## src/rtl/mips_pkg.sv

```systemverilog
// Shared MIPS core definitions: datapath width, stack defaults and the
// MEM-stage stack operation decode.
package mips_pkg;

    localparam int DATA_W      = 32;
    localparam int STACK_DEPTH = 16;

    typedef enum logic [1:0] {
        NONE    = 2'b00,
        POP     = 2'b01,
        PUSH    = 2'b10,
        REPLACE = 2'b11
    } stack_op_t;

    function automatic stack_op_t decodeStackOp(input logic pushM, input logic popM);
        return stack_op_t'({pushM, popM});
    endfunction

endpackage

```

## src/rtl/mem_stack_unit_if.sv

```systemverilog
// MEM-stage stack bus: pipeline control/data in, read result and stack status out.
interface mem_stack_unit_if
    import mips_pkg::*;
#(
    parameter int DEPTH = STACK_DEPTH,
    parameter int WIDTH = DATA_W
);

    localparam int SPW = $clog2(DEPTH) + 1;

    logic             PushM;
    logic             PopM;
    logic             MemSrcM;
    logic [WIDTH-1:0] WriteDataM;
    logic [WIDTH-1:0] DataMemRD;
    logic             ErrClr;
    logic [WIDTH-1:0] ReadDataM;
    logic [SPW-1:0]   SP;
    logic             StackFull;
    logic             StackEmpty;
    logic             StackOvf;
    logic             StackUnf;

    modport master (
        output PushM, PopM, MemSrcM, WriteDataM, DataMemRD, ErrClr,
        input  ReadDataM, SP, StackFull, StackEmpty, StackOvf, StackUnf
    );

    modport slave (
        input  PushM, PopM, MemSrcM, WriteDataM, DataMemRD, ErrClr,
        output ReadDataM, SP, StackFull, StackEmpty, StackOvf, StackUnf
    );

endinterface

```

## src/rtl/mem_stack_unit_stack_ram.sv

```systemverilog
// DEPTH x WIDTH stack storage: one synchronous write port, one asynchronous
// read port. Contents are intentionally not reset.
module stack_ram #(
    parameter int DEPTH = 16,
    parameter int WIDTH = 32
) (
    input  logic                     CLK,
    input  logic                     we,
    input  logic [$clog2(DEPTH)-1:0] waddr,
    input  logic [WIDTH-1:0]         wdata,
    input  logic [$clog2(DEPTH)-1:0] raddr,
    output logic [WIDTH-1:0]         rdata
);

    logic [WIDTH-1:0] mem [DEPTH];

    always_ff @(posedge CLK) begin
        if (we) begin
            mem[waddr] <= wdata;
        end
    end

    assign rdata = mem[raddr];

endmodule

```

## src/rtl/mem_stack_unit.sv

```systemverilog
// MEM-stage hardware LIFO: pointer, saturation, sticky error flags, push/pop
// bypass and the ReadDataM source mux around a stack_ram array.
module mem_stack_unit
    import mips_pkg::*;
#(
    parameter int DEPTH = STACK_DEPTH,
    parameter int WIDTH = DATA_W
) (
    input logic              CLK,
    input logic              reset,
    mem_stack_unit_if.slave  bus
);

    localparam int AW  = $clog2(DEPTH);
    localparam int SPW = AW + 1;
    localparam logic [SPW-1:0] SP_FULL = SPW'(DEPTH);

    stack_op_t        op;
    logic [SPW-1:0]   sp;
    logic [SPW-1:0]   spNext;
    logic             ovf;
    logic             unf;
    logic             ovfSet;
    logic             unfSet;
    logic             full;
    logic             empty;
    logic [AW-1:0]    topIdx;
    logic             ramWe;
    logic [AW-1:0]    ramWaddr;
    logic [WIDTH-1:0] ramRdata;
    logic [WIDTH-1:0] stackView;

    assign op     = decodeStackOp(bus.PushM, bus.PopM);
    assign full   = (sp == SP_FULL);
    assign empty  = (sp == '0);
    assign topIdx = AW'(sp - SPW'(1));

    always_comb begin
        spNext    = sp;
        ovfSet    = 1'b0;
        unfSet    = 1'b0;
        ramWe     = 1'b0;
        ramWaddr  = topIdx;
        stackView = empty ? '0 : ramRdata;
        unique case (op)
            PUSH: begin
                if (full) begin
                    ovfSet = 1'b1;
                end else begin
                    ramWe    = 1'b1;
                    ramWaddr = AW'(sp);
                    spNext   = sp + SPW'(1);
                end
            end
            POP: begin
                if (empty) begin
                    unfSet = 1'b1;
                end else begin
                    spNext = sp - SPW'(1);
                end
            end
            REPLACE: begin
                // Empty stack forwards the pushed word straight through without storing it.
                if (empty) begin
                    stackView = bus.WriteDataM;
                end else begin
                    ramWe = 1'b1;
                end
            end
            default: ;
        endcase
    end

    always_ff @(posedge CLK or posedge reset) begin
        if (reset) begin
            sp  <= '0;
            ovf <= 1'b0;
            unf <= 1'b0;
        end else begin
            sp  <= spNext;
            ovf <= ovfSet | (ovf & ~bus.ErrClr);
            unf <= unfSet | (unf & ~bus.ErrClr);
        end
    end

    // Gating with reset keeps a push in flight during reset out of the array.
    stack_ram #(
        .DEPTH (DEPTH),
        .WIDTH (WIDTH)
    ) u_stack_ram (
        .CLK   (CLK),
        .we    (ramWe & ~reset),
        .waddr (ramWaddr),
        .wdata (bus.WriteDataM),
        .raddr (topIdx),
        .rdata (ramRdata)
    );

    assign bus.ReadDataM  = bus.MemSrcM ? stackView : bus.DataMemRD;
    assign bus.SP         = sp;
    assign bus.StackFull  = full;
    assign bus.StackEmpty = empty;
    assign bus.StackOvf   = ovf;
    assign bus.StackUnf   = unf;

endmodule

```

## src/flat_wrapper.sv

```systemverilog
// flat-port wrapper written by rule: the top's interface ports become plain ports
module mem_stack_unit_flat import mips_pkg::*;
#(
    parameter int DEPTH = STACK_DEPTH,
    parameter int WIDTH = DATA_W
)
  (CLK, reset, bus_PushM, bus_PopM, bus_MemSrcM, bus_WriteDataM, bus_DataMemRD, bus_ErrClr, bus_ReadDataM, bus_SP, bus_StackFull, bus_StackEmpty, bus_StackOvf, bus_StackUnf);
  mem_stack_unit_if #(.DEPTH(DEPTH), .WIDTH(WIDTH)) bus_i ();
  input logic CLK;
  input logic reset;
  input wire logic [$bits(bus_i.PushM)-1:0] bus_PushM;
  input wire logic [$bits(bus_i.PopM)-1:0] bus_PopM;
  input wire logic [$bits(bus_i.MemSrcM)-1:0] bus_MemSrcM;
  input wire logic [$bits(bus_i.WriteDataM)-1:0] bus_WriteDataM;
  input wire logic [$bits(bus_i.DataMemRD)-1:0] bus_DataMemRD;
  input wire logic [$bits(bus_i.ErrClr)-1:0] bus_ErrClr;
  output wire logic [$bits(bus_i.ReadDataM)-1:0] bus_ReadDataM;
  output wire logic [$bits(bus_i.SP)-1:0] bus_SP;
  output wire logic [$bits(bus_i.StackFull)-1:0] bus_StackFull;
  output wire logic [$bits(bus_i.StackEmpty)-1:0] bus_StackEmpty;
  output wire logic [$bits(bus_i.StackOvf)-1:0] bus_StackOvf;
  output wire logic [$bits(bus_i.StackUnf)-1:0] bus_StackUnf;
  assign bus_i.PushM = bus_PushM;
  assign bus_i.PopM = bus_PopM;
  assign bus_i.MemSrcM = bus_MemSrcM;
  assign bus_i.WriteDataM = bus_WriteDataM;
  assign bus_i.DataMemRD = bus_DataMemRD;
  assign bus_i.ErrClr = bus_ErrClr;
  assign bus_ReadDataM = bus_i.ReadDataM;
  assign bus_SP = bus_i.SP;
  assign bus_StackFull = bus_i.StackFull;
  assign bus_StackEmpty = bus_i.StackEmpty;
  assign bus_StackOvf = bus_i.StackOvf;
  assign bus_StackUnf = bus_i.StackUnf;
  mem_stack_unit #(.DEPTH(DEPTH), .WIDTH(WIDTH)) u_core (.CLK(CLK), .reset(reset), .bus(bus_i));
endmodule
```

## config.mk

```make
export PLATFORM = sky130hd
export DESIGN_NAME = mem_stack_unit_flat
export DESIGN_NICKNAME = d
export VERILOG_FILES = /design/src/rtl/mips_pkg.sv /design/src/rtl/mem_stack_unit_if.sv /design/src/rtl/mem_stack_unit_stack_ram.sv /design/src/rtl/mem_stack_unit.sv /design/src/flat_wrapper.sv
export SDC_FILE = /design/constraint.sdc
export NUM_CORES = 1
export LEC_CHECK = 0
export ABC_CLOCK_PERIOD_IN_PS = 10900
export CAP_MARGIN = 20
export CORE_ASPECT_RATIO = 1.25
export CORE_MARGIN = 3
export CORE_UTILIZATION = 36
export CTS_BUF_LIST = sky130_fd_sc_hd__clkbuf_8
export DETAILED_ROUTE_END_ITERATION = 6
export GPL_TIMING_DRIVEN = 0
export SETUP_SLACK_MARGIN = 0.5
export SLEW_MARGIN = 20
export SYNTH_ARGS = -nofsm -noshare
export SYNTH_HDL_FRONTEND = slang
export SYNTH_SLANG_ARGS = --single-unit
```

## constraint.sdc

```tcl
create_clock -name CLK -period 10.9 [get_ports CLK]
set_clock_uncertainty 0.05 [all_clocks]
set_input_delay 2.725 -clock CLK [delete_from_list [all_inputs] [get_ports CLK]]
set_output_delay 2.725 -clock CLK [all_outputs]
set_load 0.02 [all_outputs]
```

==> flow_summary.yaml, run 1 <==
cts:
  cts_made_buffers: 81
  clock_path_buffers: 3
  clk_pin_slew_worst_paths_ns: 0.05
  htree_num_levels: 3
  cts_root_buf: "clkbuf_8"
  post_cts_buffers: 0
  cts_tree: "built"
  cts_sinks: 519
  insertion_delay_ns: 0.62
  cts-resized-gates: 0
  hold_buffers: 0
min_path:
  hold_path_end: "u_core.bus.StackUnf$_DFF_PP0_"
  whs_path_depth: 2
  hp-start: "u_core.bus.StackUnf$_DFF_PP0_"
  hold_class: "reg2reg"
power:
  leakage_nw: 8.36
  p_per_area_nw_per_um2: 267
  ir_worst_vdd_v: 0.000115
cells_and_area:
  nFillCells: 4975
  layout-drive-gt1-share_pct: 31.0
  syn_to_final_growth_pct: 20.0
  fin_nets: 1294
logic_synthesis:
  synth_compound_area_share_pct: 2.76
  synthMuxAreaShare_pct: 19.2
  yosys_register_bits: 519
  synth_edf_count: 512
  yosys.area.top_type: "edfxtp_1"
  synthesis.area_um2: 20900
  syn_inst: 950
  synth_cell_types: 45
  async_flop_share_pct: 1.35
  synth_top_family_by_area: "multiplexers"
  yosys_warnings: 0
  synth_area_per_cell_um2: 22.0
  synth_seq_area_share_pct: 74.2
  synth_nets: 1025
  synth_simple_gate_area_share_pct: 1.25
  synthAdderAreaFrac_pct: 0.299
  synth_top_area_share_pct: 73.4
  dominantRegCellSynth: "edfxtp_1"
  synthXorXnorAreaFrac_pct: 0.341
  ys_top_cells_by_area: "edfxtp_1 73%, mux4_2 14%, mux2i_1 3.2%, mux2_4 2.2%, a32oi_1 1.3%"
global_routing:
  track_usage_pct: 16.7
  grt_start_max_net_pins: 18
  overflow: 0
  antenna_found_initial: 1
  grt_pass1_wl_um: 74600
  grt_pass1_vias: 11301
route:
  vias: 10569
  first_pass_iters: 5
  via_per_inst: 5.22
  drc: 0
  wl_met2_um: 27000
  wl_per_cell_um: 25.1
  drt_iter0_markers: 885
  met1_length_um: 20500
  drt-total-wl_um: 50800
  ant_nets: 0
  top_layer: "met4"
  wl_met3_um: 2420
worst_setup_path:
  startpoint_type: "input pin"
  path_class: "in2out"
  worst_r2r_path_depth: 13
  path_max_fanout: 10
  r2r-end: "u_core.u_stack_ram.mem[3][15]$_DFFE_PP_"
  end_kind: "output pin"
  cp.arrival_ns: 5.69
  critPathRequiredTime_ns: 8.12
  reg2reg_from: "u_core.bus.SP[0]$_DFFE_PP0P_"
  worst-r2r-setup-slack_ns: 6.47
timing:
  fin_ws_ns: 2.44
  post-route-period-util_pct: 77.7
  relSlewSlack_pct: 31.9
  min_period_ns: 8.46
  max_freq_mhz: 118
  hold_viol: 0
  tightest_slew_ns: 1.02
  rsz0062_at_grt: "no"
  finalSetupViolCount: 0
  drv_slew: 0
  finalSetupTns_ns: 0
floorplanning:
  rows: 98
  die_x_um: 222
  die-height_um: 276
  coreArea_um2: 57400
  io_pins: 111
  dieArea_um2: 61100
  initial_core_util_pct: 36.5
status:
  status: "completed"
job:
  drv_cap: 0
placement:
  place_congestion: 0.745
  port_buffers: 110
  hpwlAfterDp_um: 35000
  place_ws_ns: 2.42
[cells in the final DEF, fill, tap and decap left out, drive strengths merged, types with 7 or more instances in the layout]
cell | Yosys | routed
inv | 10 | 39
o21ai | 36 | 36
mux2 | 33 | 33
clkdlybuf4s50 | 0 | 110
clkbuf | 28 | 115
dfrtp | 7 | 7
clkinv | 0 | 20
mux2i | 66 | 66
mux4 | 128 | 128
edfxtp | 512 | 512
nor3 | 17 | 17
a32oi | 31 | 31
buf | 30 | 106
[critical path: stages]
cell	delay, ns
clkdlybuf4s50_1	0.51
ha_1	0.34
and2_1	0.17
buf_1	0.20
clkbuf_1	0.74
a32oi_1	0.21
o21ai_1	0.14
clkdlybuf4s50_1	0.64
[cells in the mapped netlist, types with 4 or more instances]
master	instances
edfxtp_1	512
mux4_2	128
mux2i_1	66
a32oi_1	31
mux2_4	30
o21ai_1	24
clkbuf_1	22
nor3_1	17
buf_2	12
buf_4	12
inv_1	10
o21ai_2	8
dfrtp_1	7
a21oi_1	6
ha_1	5
nand2_1	5
and2_1	4
o21ai_0	4
[metal layers]
| metal | vias up | global-route usage, % |
|---|---|---|
| met3 | 51 | 2.79 |
| li1 | 4593 | - |
| met1 | 5610 | 20.7 |
| met4 | 0 | 4.68 |
| met2 | 315 | 30.2 |
| met5 | - | 0 |
[cells by family (layout without fill, tap and decap cells)]
kind of cell | count (synthesis) | count (layout)
buffers and inverters | 68 | 391
multiplexers | 227 | 227
other | 0 | 1
adder cells (fa/ha/maj) | 5 | 5
flip-flops | 519 | 519
XOR/XNOR | 6 | 6
AO/OA/AOI/OAI | 82 | 82
AND/OR/NAND/NOR | 43 | 43
[sequential cells by signal, indices dropped and copies added, names as in the netlist]
| register | cells |
|---|---|
| u_core.bus.SP | 5 |
| u_core.bus.StackOvf | 1 |
| u_core.bus.StackUnf | 1 |
| u_core.u_stack_ram.mem | 512 |
[how the worst max path moves through the flow]
stage | to | start | cells past startpoint | slack (ns)
global placement | u_core.u_stack_ram.mem[3][18]$_DFFE_PP_ | bus_PopM | 7 | 0.51
floorplan | u_core.u_stack_ram.mem[1][0]$_DFFE_PP_ | bus_PopM | 7 | 4.24
detailed placement | bus_ReadDataM[10] | bus_PopM | 8 | 2.42
finish | bus_ReadDataM[12] | bus_PopM | 8 | 2.44
global route | bus_ReadDataM[13] | bus_PopM | 8 | 2.29
CTS | bus_ReadDataM[10] | bus_PopM | 8 | 2.41
[per-stage QoR]
step           hold slack, ns  cell area [µm²]  std cells  power, mW  utilization, %
2_1_floorplan           0.556            20900        950       4.37               -
3_3_place_gp            0.487            23000       1810       5.27            40.1
3_5_place_dp            0.478            23700       1886       5.33            41.3
4_1_cts                 0.486            25100       2023       6.82            43.8
5_1_grt                 0.511            25100       2024       7.04            43.8
6_report                0.480            25100       2024       6.70            43.8
[where the power goes]
part	switching (mW)	internal, mW	total [mW]
Clock	0.713	0.752	1.47
Sequential	0.0366	2.32	2.35
Combinational	1.48	1.40	2.88
[area by class of cell]
type	count	area [µm²]	area share [%]
clock inverter	50	228	0.906
clock buffer	87	1200	4.77
buffer	58	357	1.42
timing repair buffer	186	1740	6.91
antenna	1	2.50	0.00996
sequential	519	15500	61.9
inverter	10	37.5	0.149
tap	750	938	3.73
multi-input combinational	363	5080	20.2
(Power assumes the default switching activity.)
==> run 2: changes to the inputs <==
ABC_CLOCK_PERIOD_IN_PS = 7000   (was 10900)
clock period = 7 ns   (was 10.9 ns; I/O delays follow)
==> flow_summary.yaml, run 2 (synthesis results as in run 1) <==
global_routing:
  overflow: 0
  grt_start_max_net_pins: 18
  antenna_found_initial: 1
  track_usage_pct: 16.7
  grt_pass1_vias: 11304
  grt_pass1_wl_um: 74600
floorplanning:
  rows: 98
  die-height_um: 276
  coreArea_um2: 57400
  io_pins: 111
  dieArea_um2: 61100
  initial_core_util_pct: 36.5
  die_x_um: 222
worst_setup_path:
  path_class: "in2out"
  end_kind: "output pin"
  cpPeakStageDelay_ns: 0.64
  critPathRequiredTime_ns: 5.20
  path_cells: "clkdlybuf4s50_1 > ha_1 > and2_1 > buf_1 > clkbuf_1 > a32oi_1 > o21ai_2 > clkdlybuf4s50_1"
  startpoint_type: "input pin"
  cp.arrival_ns: 4.55
  worst_path_max_delay_cell: "clkdlybuf4s50_1"
  critPathMostFrequentCell: "clkdlybuf4s50_1"
  path_max_fanout: 10
status:
  status: "completed"
timing:
  hold_viol: 0
  rsz0062_at_grt: "no"
  finalSetupTns_ns: 0
  tightest_slew_ns: 0.990
  drv_slew: 0
  max_freq_mhz: 157
  finalSetupViolCount: 0
  min_period_ns: 6.35
  relSlewSlack_pct: 34.0
  post-route-period-util_pct: 90.7
cells_and_area:
  final_common_cell: "edfxtp_1"
  top_register: "u_core.u_stack_ram.mem"
  final_cell_mix: "512 x edfxtp_1, 128 x mux4_2, 110 x clkdlybuf4s50_1"
  layout-drive-gt1-share_pct: 32.0
  largest_register_ffs: 512
  fin_nets: 1294
  syn_to_final_growth_pct: 20.0
route:
  drc: 0
  wl_per_cell_um: 25.1
  via_per_inst: 5.21
  vias: 10535
  drt_iter0_markers: 823
  first_pass_iters: 5
  drt-total-wl_um: 50800
  ant_nets: 0
cts:
  cts_sinks: 519
  cts_made_buffers: 81
  htree_num_levels: 3
  post_cts_buffers: 0
  cts-resized-gates: 6
  cts_root_buf: "clkbuf_8"
  cts_tree: "built"
  hold_buffers: 0
  clock_path_buffers: 3
  insertion_delay_ns: 0.62
  clk_pin_slew_worst_paths_ns: 0.05
placement:
  port_buffers: 110
  hpwlAfterDp_um: 35000
  place_congestion: 0.745
min_path:
  hold_class: "reg2reg"
power:
  leakage_nw: 8.40
  p_per_area_nw_per_um2: 415
  finalPower_mw: 10.4
  ir_worst_vdd_v: 0.000178
job:
  drv_cap: 0
## run 2: cell counts in the layout (fill, tap and decap cells not counted)
No cell type changed its count.
## run 2: cell type report
type / count / area [µm²]
clock buffers: 87 / 1200
diodes: 1 / 2.50
repair buffers: 186 / 1740
plain buffers: 58 / 372
fillers: 4970 / 32200
multi-input cells: 363 / 5080
flip-flops and latches: 519 / 15500
clock inverters: 50 / 228
well taps: 750 / 938
inverters: 10 / 37.5
## run 2: routing by layer
layer  GRT usage (%)  share of wire, %  vias to the layer above
li1                -                 -                     4595
met4            4.68               1.7                        0
met1            20.7                41                     5588
met3            2.79               4.6                       49
met2            30.2                53                      303
met5               0                 0                        -
## run 2: path summary, 6_finish.rpt
kind                       cells past startpoint  slack (ns)                     startpoint                                       to
max                                            8        0.65                       bus_PopM                         bus_ReadDataM[9]
min                                            2        0.48  u_core.bus.StackUnf$_DFF_PP0_            u_core.bus.StackUnf$_DFF_PP0_
max reg2reg                                   12        2.59   u_core.bus.SP[0]$_DFFE_PP0P_  u_core.u_stack_ram.mem[3][15]$_DFFE_PP_
min reg2reg                                    2        0.48  u_core.bus.StackUnf$_DFF_PP0_            u_core.bus.StackUnf$_DFF_PP0_
max in group asynchronous                      2        5.30                          reset             u_core.bus.SP[1]$_DFFE_PP0P_
min in group asynchronous                      2        1.36                          reset             u_core.bus.SP[3]$_DFFE_PP0P_
## run 2: critical path: cells and delay by family
kind                       cells  cell delay [ns]
adders and majority gates      1             0.34
buffers and inverters          4             1.94
AOI/OAI and AO/OA              2             0.33
and+or+nand+nor                1             0.18
## run 2: power breakdown
| part | switching, mW | internal, mW |
|---|---|---|
| Sequential | 0.0565 | 3.61 |
| Clock | 1.11 | 1.17 |
| Combinational | 2.30 | 2.19 |
| Total | 3.47 | 6.97 |
## run 2: through the flow
| step | hold WS, ns | utilization (%) | setup slack [ns] | cells | instance area [µm²] |
|---|---|---|---|---|---|
| 2_1_floorplan | 0.556 | - | 1.32 | 950 | 20900 |
| 5_1_grt | 0.511 | 43.8 | 0.505 | 2024 | 25100 |
| 3_5_place_dp | 0.478 | 41.3 | 0.468 | 1886 | 23700 |
| 3_3_place_gp | 0.487 | 40.1 | -2.42 | 1810 | 23000 |
| 6_report | 0.480 | 43.8 | 0.651 | 2024 | 25100 |
| 4_1_cts | 0.486 | 43.8 | 0.501 | 2023 | 25100 |
==> run 3: changes to the inputs <==
SETUP_SLACK_MARGIN = 0.4   (was 0.5)
==> flow_summary.yaml, run 3 (synthesis results as in run 1) <==
status:
  status: "completed"
worst_setup_path:
  crit_buf_inv: 4
  critPathRequiredTime_ns: 5.20
  startpoint_type: "input pin"
  path_class: "in2out"
  cp_top_family: "buffers and inverters"
  reg2reg_from: "u_core.bus.SP[0]$_DFFE_PP0P_"
  path_max_fanout: 10
  cp.arrival_ns: 4.62
  cpPeakStageDelay_ns: 0.69
  critPathMostFrequentCell: "clkdlybuf4s50_1"
  worst_path_max_delay_cell: "clkbuf_1"
  critPathLaunch: "bus_PopM"
  path_cells: "clkdlybuf4s50_1 > ha_1 > and2_1 > buf_1 > clkbuf_1 > a32oi_1 > o21ai_1 > clkdlybuf4s50_1"
  end_kind: "output pin"
cts:
  insertion_delay_ns: 0.62
  htree_num_levels: 3
  cts_made_buffers: 81
  clock_path_buffers: 3
  cts_root_buf: "clkbuf_8"
  cts_sinks: 519
  cts_tree: "built"
  post_cts_buffers: 0
  clk_pin_slew_worst_paths_ns: 0.05
min_path:
  hp-start: "u_core.bus.StackUnf$_DFF_PP0_"
  hold_class: "reg2reg"
timing:
  rsz0062_at_grt: "no"
  min_period_ns: 6.42
  relSlewSlack_pct: 32.9
  finalSetupViolCount: 0
  holdWs_ns: 0.480
  drv_slew: 0
  hold_viol: 0
  tightest_slew_ns: 1.01
  post-route-period-util_pct: 91.7
  max_freq_mhz: 156
global_routing:
  antenna_found_initial: 1
  grt_start_max_net_pins: 18
  overflow: 0
  grt_pass1_vias: 11304
  track_usage_pct: 16.7
  grt_pass1_wl_um: 74600
cells_and_area:
  final_cell_mix: "512 x edfxtp_1, 128 x mux4_2, 110 x clkdlybuf4s50_1"
  finalNonFillerCells: 2024
  nFillCells: 4970
  top_register: "u_core.u_stack_ram.mem"
  layout-drive-gt1-share_pct: 31.7
  syn_to_final_growth_pct: 20.0
  fin_nets: 1294
  largest_register_ffs: 512
  final_util_pct: 43.8
  final_common_cell: "edfxtp_1"
route:
  via_per_inst: 5.21
  drt_iter0_markers: 800
  vias: 10543
  drc: 0
  ant_nets: 0
  first_pass_iters: 4
  drt-total-wl_um: 50800
  wl_per_cell_um: 25.1
floorplanning:
  die_x_um: 222
  coreArea_um2: 57400
  dieArea_um2: 61100
  rows: 98
  io_pins: 111
  initial_core_util_pct: 36.5
  die-height_um: 276
placement:
  place_congestion: 0.745
  placedCellCount: 1886
  port_buffers: 110
  hpwlAfterDp_um: 35000
power:
  leakage_nw: 8.39
  finalPower_mw: 10.4
  p_per_area_nw_per_um2: 415
  ir_worst_vdd_v: 0.000179
job:
  drv_cap: 0
==> run 3: cell counts in the layout (fill, tap and decap cells not counted) <==
No cell type changed its count.
==> run 3: metal layers <==
metal	global-route usage [%]	wire, µm	up-vias
met5	0	0	-
met4	4.68	894	0
met3	2.79	2180	53
met2	30.2	27000	276
li1	-	-	4593
met1	20.7	20800	5621
==> run 3: stage by stage <==
step,cell area [µm²],setup TNS [ns],worst slack (ns)
global route,25100,0,0.416
detailed placement,23700,0,0.468
finish,25100,0,0.579
global placement,23000,-1061.17,-2.42
floorplan,20900,0,1.32
CTS,25100,0,0.425
==> run 3: power breakdown <==
| part | switching [mW] | internal, mW |
|---|---|---|
| clock network | 1.11 | 1.17 |
| logic | 2.31 | 2.19 |
| registers | 0.0568 | 3.61 |
==> run 3: timing repair <==
| action | 4_1_cts | 5_1_grt |
|---|---|---|
| pin swaps | 0 | 0 |
| hold buffers | 0 | 0 |
| endpoints found under the setup margin | 1 | 26 |
| resized for setup | 1 | 22 |
| cloned | 0 | 0 |
==> run 3: worst min-delay path, stage by stage (launching register included) <==
cell and delay [ns]:
dfrtp_1 0.37, inv_1 0.05, o21ai_0 0.06
==> run 3: final timing paths <==
| path | end | slack [ns] | cells past startpoint |
|---|---|---|---|
| hold / removal | u_core.bus.StackUnf$_DFF_PP0_ | 0.48 | 2 |
| min in group asynchronous | u_core.bus.SP[3]$_DFFE_PP0P_ | 1.36 | 2 |
| setup reg to reg | u_core.u_stack_ram.mem[4][22]$_DFFE_PP_ | 2.53 | 11 |
| max in group asynchronous | u_core.bus.SP[1]$_DFFE_PP0P_ | 5.31 | 2 |
| setup / recovery | bus_ReadDataM[28] | 0.58 | 8 |
| hold reg to reg | u_core.bus.StackUnf$_DFF_PP0_ | 0.48 | 2 |
==> run 3: area by class of cell <==
type                    count  area, µm²  area share [%]
clock buffers              87       1200            4.76
well taps                 750        938            3.73
flip-flops and latches    519      15500            61.9
clock inverters            50        228           0.906
multi-input cells         363       5080            20.2
repair buffers            186       1740            6.90
plain buffers              58        368            1.46
diodes                      1       2.50         0.00995
inverters                  10       37.5           0.149
